File: src/rtl/alu_sched_pkg.sv
// alu_sched shared types: FSM state encoding, ALU control codes, op tag.
// Optional op checking is enabled by defining ALU_SCHED_OPCHK_EN.
package alu_sched_pkg;

  typedef logic [1:0] state_t;

  localparam state_t IDLE  = 2'd0;
  localparam state_t ISSUE = 2'd1;
  localparam state_t RESP  = 2'd2;

  localparam logic [3:0] OP_AND = 4'b0000;
  localparam logic [3:0] OP_OR  = 4'b0001;
  localparam logic [3:0] OP_ADD = 4'b0010;
  localparam logic [3:0] OP_SUB = 4'b0110;
  localparam logic [3:0] OP_SLT = 4'b0111;

  typedef struct packed {
    logic       id;
    logic [3:0] op;
  } tag_t;

  function automatic logic op_legal(
    input logic [3:0] op
  );
    case (op)
      OP_AND, OP_OR, OP_ADD,
      OP_SUB, OP_SLT: op_legal = 1'b1;
      default:        op_legal = 1'b0;
    endcase
  endfunction

endpackage

File: src/rtl/alu_sched_rr_arb2.sv
// Two-way round-robin arbiter.
// On contention the requester that did not win last time is granted.
import alu_sched_pkg::*;

module rr_arb2 (
  input  logic [1:0] req,
  input  logic       last,
  output logic [1:0] gnt
);

  // one-hot grant; last names the previous winner
  always_comb begin
    gnt = 2'b00;
    unique case (1'b1)
      (req == 2'b11): gnt = last ? 2'b01 : 2'b10;
      (req == 2'b01): gnt = 2'b01;
      (req == 2'b10): gnt = 2'b10;
      default:        gnt = 2'b00;
    endcase
  end

endmodule

File: src/rtl/alu_sched.sv
// alu_sched: two requesters sharing one external ALU, one op in flight.
// ALU_SCHED_OPCHK_EN: illegal ops bypass the ALU and return rsp_err.
import alu_sched_pkg::*;

module alu_sched #(
  parameter int DW = 32
) (
  input  logic          clk,
  input  logic          rst_n,
  input  logic [1:0]    req_valid,
  output logic [1:0]    req_ready,
  input  logic [DW-1:0] req0_a,
  input  logic [DW-1:0] req0_b,
  input  logic [DW-1:0] req1_a,
  input  logic [DW-1:0] req1_b,
  input  logic [3:0]    req0_op,
  input  logic [3:0]    req1_op,
  output logic [1:0]    rsp_valid,
  input  logic [1:0]    rsp_ready,
  output logic [DW-1:0] rsp_result,
  output logic          rsp_zero,
  output logic          rsp_err,
  output logic [DW-1:0] alu_a,
  output logic [DW-1:0] alu_b,
  output logic [3:0]    alu_ctl,
  input  logic [DW-1:0] alu_result,
  input  logic          alu_zero,
  output logic          busy
);

  state_t        state;
  logic          last_grant;
  logic [DW-1:0] a_q;
  logic [DW-1:0] b_q;
  tag_t          tag_q;
  logic [1:0]    gnt;
  logic          issue_ok;
  logic          in_issue;
  logic          rsp_fire;

  rr_arb2 u_arb (
    .req  (req_valid),
    .last (last_grant),
    .gnt  (gnt)
  );

`ifdef ALU_SCHED_OPCHK_EN
  assign issue_ok = op_legal(tag_q.op);
`else
  assign issue_ok = 1'b1;
`endif

  assign in_issue  = (state == ISSUE);
  assign rsp_fire  = (state == RESP) && rsp_ready[tag_q.id];
  assign busy      = (state != IDLE);

  // grant only while idle and out of reset
  assign req_ready = (rst_n && state == IDLE) ? gnt : 2'b00;

  assign alu_a   = (in_issue && issue_ok) ? a_q : '0;
  assign alu_b   = (in_issue && issue_ok) ? b_q : '0;
  assign alu_ctl = (in_issue && issue_ok) ? tag_q.op : 4'b0000;

  assign rsp_valid = (state != RESP) ? 2'b00 :
                     (tag_q.id ? 2'b10 : 2'b01);

  // FSM, arbitration history and operand capture
  always_ff @(posedge clk) begin
    if (!rst_n) begin
      state      <= IDLE;
      last_grant <= 1'b1;
      a_q        <= '0;
      b_q        <= '0;
      tag_q      <= '0;
    end else begin
      unique case (1'b1)
        (state == IDLE): begin
          if (|gnt) begin
            state      <= ISSUE;
            last_grant <= gnt[1];
            a_q        <= gnt[1] ? req1_a : req0_a;
            b_q        <= gnt[1] ? req1_b : req0_b;
            tag_q.id   <= gnt[1];
            tag_q.op   <= gnt[1] ? req1_op : req0_op;
          end
        end
        (state == ISSUE): state <= RESP;
        (state == RESP): begin
          if (rsp_fire)
            state <= IDLE;
        end
        default: state <= IDLE;
      endcase
    end
  end

  // response payload captured once, in ISSUE
  always_ff @(posedge clk) begin
    if (!rst_n) begin
      rsp_result <= '0;
      rsp_zero   <= 1'b0;
    end else if (in_issue) begin
      rsp_result <= issue_ok ? alu_result : '0;
      rsp_zero   <= issue_ok ? alu_zero : 1'b0;
    end
  end

`ifdef ALU_SCHED_OPCHK_EN
  logic err_q;

  // flag ops that were not sent to the ALU
  always_ff @(posedge clk) begin
    if (!rst_n)
      err_q <= 1'b0;
    else if (in_issue)
      err_q <= !issue_ok;
  end

  assign rsp_err = err_q;
`else
  assign rsp_err = 1'b0;
`endif

endmodule

File: config.mk
export PLATFORM = sky130hd
export DESIGN_NAME = alu_sched
export DESIGN_NICKNAME = d
export VERILOG_FILES = /design/src/rtl/alu_sched_pkg.sv /design/src/rtl/alu_sched_rr_arb2.sv /design/src/rtl/alu_sched.sv
export SDC_FILE = /design/constraint.sdc
export NUM_CORES = 1
export LEC_CHECK = 0
export ABC_AREA = 1
export CORE_AREA = 2 2 141 102
export DETAILED_ROUTE_END_ITERATION = 10
export DIE_AREA = 0 0 143 104
export GPL_TIMING_DRIVEN = 0
export PLACE_DENSITY = 0.81
export SYNTH_ARGS = -nofsm -noshare
export SYNTH_HDL_FRONTEND = slang
export SYNTH_HIERARCHICAL = 1
export SYNTH_SLANG_ARGS = --single-unit
export TNS_END_PERCENT = 100
File: constraint.sdc
create_clock -name clk -period 1.96 [get_ports clk]
set_clock_uncertainty 0.05 [all_clocks]
set_input_delay 0.49 -clock clk [delete_from_list [all_inputs] [get_ports clk]]
set_output_delay 0.49 -clock clk [all_outputs]
set_load 0.03 [all_outputs]
=== Word-level counts from Yosys, hierarchy flattened ===
Index checks and enable logic that the tools add are counted.

* $lt $le $gt $ge: 1
* Equal/unequal tests: 8
* Multiplexer cells: 16
* Reduce and logical (&&, ||, !) cells: 7

{| class="wikitable"
|+ Operators with widths
! cell !! number
|-
| 32-bit two-way mux || 4
|-
| 2-bit two-way mux || 6
|-
| 2-bit case mux with 3 select lines || 2
|-
| 4-bit two-way mux || 2
|-
| 2-bit == test, second input constant || 3
|-
| 2-bit by 1-bit == test with 1-bit output, second input constant || 2
|-
| 2-bit != test, second input constant || 2
|-
| 2-bit AND reduction || 2
|-
| 1-bit logical AND || 2
|-
| 2-bit logical NOT || 1
|-
| 1-bit by 2-bit less-than comparator with 1-bit output, second input constant || 1
|-
| 1-bit two-way mux || 2
|-
| 2-bit by 1-bit != test with 1-bit output, second input constant || 1
|-
| 2-bit nonzero test || 1
|-
| 2-bit OR reduction || 1
|}

* Register bits: 105
* Bits of input ports: 175
* Output and inout bits: 107
* Word-level logic and storage cells: 40

=== Depth between registers and ports, before layout ===
* Depth after elaboration: 5
* Depth in mapped cells: 11

=== Hierarchy ===
The synthesis kept the hierarchy.

{| class="wikitable"
|+ Modules (own cells, without submodules)
! module !! instances !! cells each !! area each (µm²)
|-
| alu_sched || 1 || 902 || 5247.5
|-
| rr_arb2 || 1 || 5 || 20.0
|}

=== Worst setup path after synthesis ===
No wires, ideal clock.

* Path kind: input to output
* From: input req_valid[1]
* To: output req_ready[1]
* Data arrival time: 1541 ps
* Setup slack: -121 ps
* Stages on the path: 6
* Cell sequence: inv_1 -> a21oi_1 -> buf_4 -> clkbuf_1 -> nand2_1 -> nor2_1

* Word-level cells in the longest chain between the ends: 3
* Elaborated cells on any way between the ends: 5
* Classes of those cells: eq/ne: 3; mux: 2

{| class="wikitable"
|+ RTL lines
! what !! RTL line !! RTL
|-
| start: declaration || alu_sched.sv:10 || <nowiki>input logic [1:0] req_valid,</nowiki>
|-
| 2-bit == test (tied with other cells) || alu_sched_rr_arb2.sv:17 || <nowiki>(req == 2'b10): gnt = 2'b10;</nowiki>
|-
| 2-bit case mux with 3 select lines * || alu_sched_rr_arb2.sv:14 || <nowiki>unique case (1'b1)</nowiki>
|-
| via gnt[1] || alu_sched.sv:36 || <nowiki>logic [1:0] gnt;</nowiki>
|-
| 2-bit two-way mux * || alu_sched.sv:58 || <nowiki>assign req_ready = (rst_n && state == IDLE) ? gnt : 2'b00;</nowiki>
|-
| end: declaration || alu_sched.sv:11 || <nowiki>output logic [1:0] req_ready,</nowiki>
|}

The timed path passes the listed nets; every way through them passes the cells marked *.

=== Final worst setup path ===
Ends and elaborated chain as after synthesis.

==> results.json <==
{
  "run_status": "finished clean",
  "synthAdderAreaFrac": 0,
  "power.net_switching_w": 0.002644,
  "synthCells": 907,
  "layout-drive-gt1-share": 0.1559,
  "htreeDepth": 3,
  "postRouteAntennaNets": 0,
  "synth.avg_cell_area_um2": 5.808,
  "numCtsBuffers": 9,
  "die_h_um": 104,
  "fin_nets": 1376,
  "fillers": 1277,
  "grt_max_degree": 21,
  "clk_pin_slew_ns": 0.08,
  "crit_arrival_ns": 1.39,
  "synth-seq-area-share": 0.3990,
  "period_minus_slack_ns": 1.925,
  "rows": 36,
  "tns_ns": 0,
  "cts_hold_buf": 0,
  "max_clock_freq_ghz": 0.5194,
  "grt_pass1_vias": 5883,
  "max_cap_viol_count": 0,
  "peakVddDrop_v": 0.0004841,
  "seqPwrFrac": 0.358,
  "r2r_end": "b_q[21]$_SDFFE_PN0P_",
  "port_buffers": 279,
  "synth_edf_count": 0,
  "drc_errors": 0,
  "numClockSinks": 105,
  "hold_violations": 0,
  "holdPathEnd": "rsp_result[22]$_SDFFE_PN0N_",
  "synth_compound_area_frac": 0.03420,
  "worstPathRequired_ns": 1.42,
  "yosys_warnings": 6,
  "ys_ff_latch": 105,
  "dp_hpwl_um": 13950,
  "syn-cell-area_mm2": 0.005268,
  "hold-path-cell-count": 2,
  "cts-root-buf": "clkbuf_16",
  "power_frac_comb": 0.394,
  "slew_headroom": 0.6390,
  "place_ws_ns": -1.221,
  "worst_pin_slew_ns": 0.5416,
  "synth-simple-area-share": 0.4513,
  "hp-start": "rsp_result[22]$_SDFFE_PN0N_",
  "cp-end-kind": "output port",
  "tritoncts": "built",
  "placed_area_mm2": 0.008305,
  "core_area_mm2": 0.01356,
  "internal-power_w": 0.004554,
  "synthToLayoutAreaGrowth_pct": 67.77,
  "n_antenna_cell": 0,
  "fin_crit_sh": 0.9823,
  "grt_first_pass_wirelength_um": 28400,
  "final-setup-viol-count": 0,
  "finalMaxSlewViolations": 0,
  "layout_setup_ws_ns": 0.03460,
  "clk_latency_ns": 0.33,
  "start_util": 0.3885,
  "crit_type": "in -> out",
  "worst-r2r-setup-slack_ns": 0.18,
  "fin_area_mm2": 0.008837,
  "antenna_found_initial": 0,
  "crit_start": "req_valid[1]",
  "final_cell_mix": "nand2_1, nor2_1, clkdlybuf4s50_1, dfxtp_1, inv_1",
  "grt-ovfl-total": 0,
  "io_pins": 282,
  "hold_path.class": "reg -> reg",
  "grt_setup_unrepaired": "true",
  "via_per_inst": 4.360,
  "synth_top_family_by_area": "simple AND/OR/NAND/NOR gates",
  "clockPowerShare": 0.248,
  "synth-xor-area-share": 0,
  "drt_first_pass_iters": 4,
  "wire_per_inst_um": 12.94,
  "synthArstFlopShare": 0,
  "synth_flop_cell": "dfxtp_1",
  "clock_path_buffers": 2,
  "yosysUniqueCellTypes": 18,
  "powerDensity_mw_per_mm2": 814.5,
  "synth_mux_area_frac": 0,
  "die_area_mm2": 0.01487,
  "die_w_um": 143,
  "num_vias": 6087,
  "wl_um": 18060,
  "r2r-start": "last_grant$_SDFFE_PN1P_",
  "path_max_fanout": 2,
  "reg2reg_depth": 11,
  "p_sw_frac": 0.3673,
  "p_leak_nw": 4.362,
  "grtUsageTotal": 0.2384,
  "final_common_cell": "nand2_1",
  "synth_nets": 1082,
  "finalWeightedCongestion": 0.8530,
  "worst_setup_path_start_kind": "input pin",
  "drt_iter0_markers": 211
}
[metrics by stage]
| step | cells | utilization | power [W] | hold WS, ns |
|---|---|---|---|---|
| floorplan | 907 | - | 0.004225 | 0.4011 |
| global placement | 1376 | 0.6126 | 0.005246 | 0.4116 |
| detailed placement | 1376 | 0.6126 | 0.005301 | 0.4224 |
| CTS | 1395 | 0.6290 | 0.007118 | 0.4396 |
| global route | 1396 | 0.6518 | 0.007661 | 0.4653 |
| finish | 1396 | 0.6518 | 0.007197 | 0.4333 |
[layer usage]
| layer | up-vias | track usage | wire (um) |
|---|---|---|---|
| met4 | 0 | 0.05587 | 224 |
| li1 | 3226 | - | - |
| met2 | 209 | 0.4193 | 8637 |
| met3 | 16 | 0.06538 | 1564 |
| met5 | - | 0 | 0 |
| met1 | 2636 | 0.2878 | 7635 |
[power by group through the flow]
stage / Sequential (W) / Combinational (W) / Clock [W]
global placement: 0.00261 / 0.00264 / 0
global route: 0.00261 / 0.00314 / 0.00191
finish: 0.00258 / 0.00284 / 0.00178
CTS: 0.00258 / 0.00272 / 0.00182
detailed placement: 0.00263 / 0.00268 / 0
floorplan: 0.00278 / 0.00145 / 0
[how the worst max path moves through the flow]
stage | to | depth (start not counted)
2_1_floorplan | req_ready[1] | 6
3_3_place_gp | req_ready[1] | 8
3_5_place_dp | req_ready[1] | 8
4_1_cts | alu_b[2] | 6
5_1_grt | req_ready[1] | 8
6_report | req_ready[1] | 8
[layout make-up]
class	instances	area [um^2]	share of cell area
multi-input combinational	668	2744	0.3105
timing repair buffer	283	2733	0.3092
sequential	105	2105	0.2381
buffer	57	429.2	0.04856
inverter	77	291.5	0.03299
tap	190	237.7	0.02690
clock buffer	9	225.2	0.02548
clock inverter	7	72.57	0.008212
[cells by family after synthesis]
| family | after synthesis |
|---|---|
| other cells | 1 |
| simple gates | 631 |
| compound gates | 36 |
| buf+inv | 134 |
| flops | 105 |
[cells in the mapped netlist, types with 3 or more instances]
| cell | instances | area share |
|---|---|---|
| nand3_1 | 3 | 0.0028 |
| clkbuf_1 | 15 | 0.011 |
| inv_1 | 74 | 0.053 |
| buf_2 | 20 | 0.019 |
| dfxtp_1 | 105 | 0.40 |
| buf_6 | 3 | 0.0064 |
| buf_1 | 4 | 0.0028 |
| inv_2 | 3 | 0.0021 |
| o21ai_1 | 12 | 0.011 |
| nor2_1 | 276 | 0.20 |
| buf_4 | 14 | 0.020 |
| nand2_1 | 350 | 0.25 |
| o21ai_0 | 22 | 0.021 |
[sequential cells by signal (all words and copies together), names as in the netlist]
register    cells
state           2
rsp_zero        1
b_q            32
a_q            32
tag_q           5
last_grant      1
rsp_result     32
[worst max-delay path: stages]
cell	delay [ns]
dlygate4sd2_1	0.19
inv_1	0.04
a21oi_1	0.11
buf_4	0.14
clkbuf_16	0.13
nand2_4	0.05
nor2_4	0.10
buf_6	0.13
[repair_timing]
action / in CTS / in global routing
buffers inserted: 3 / 1
setup endpoints to repair: 74 / 80
pin swaps: 2 / 0
resized for setup: 438 / 143
No activity file was read; power rests on OpenSTA's default activity.
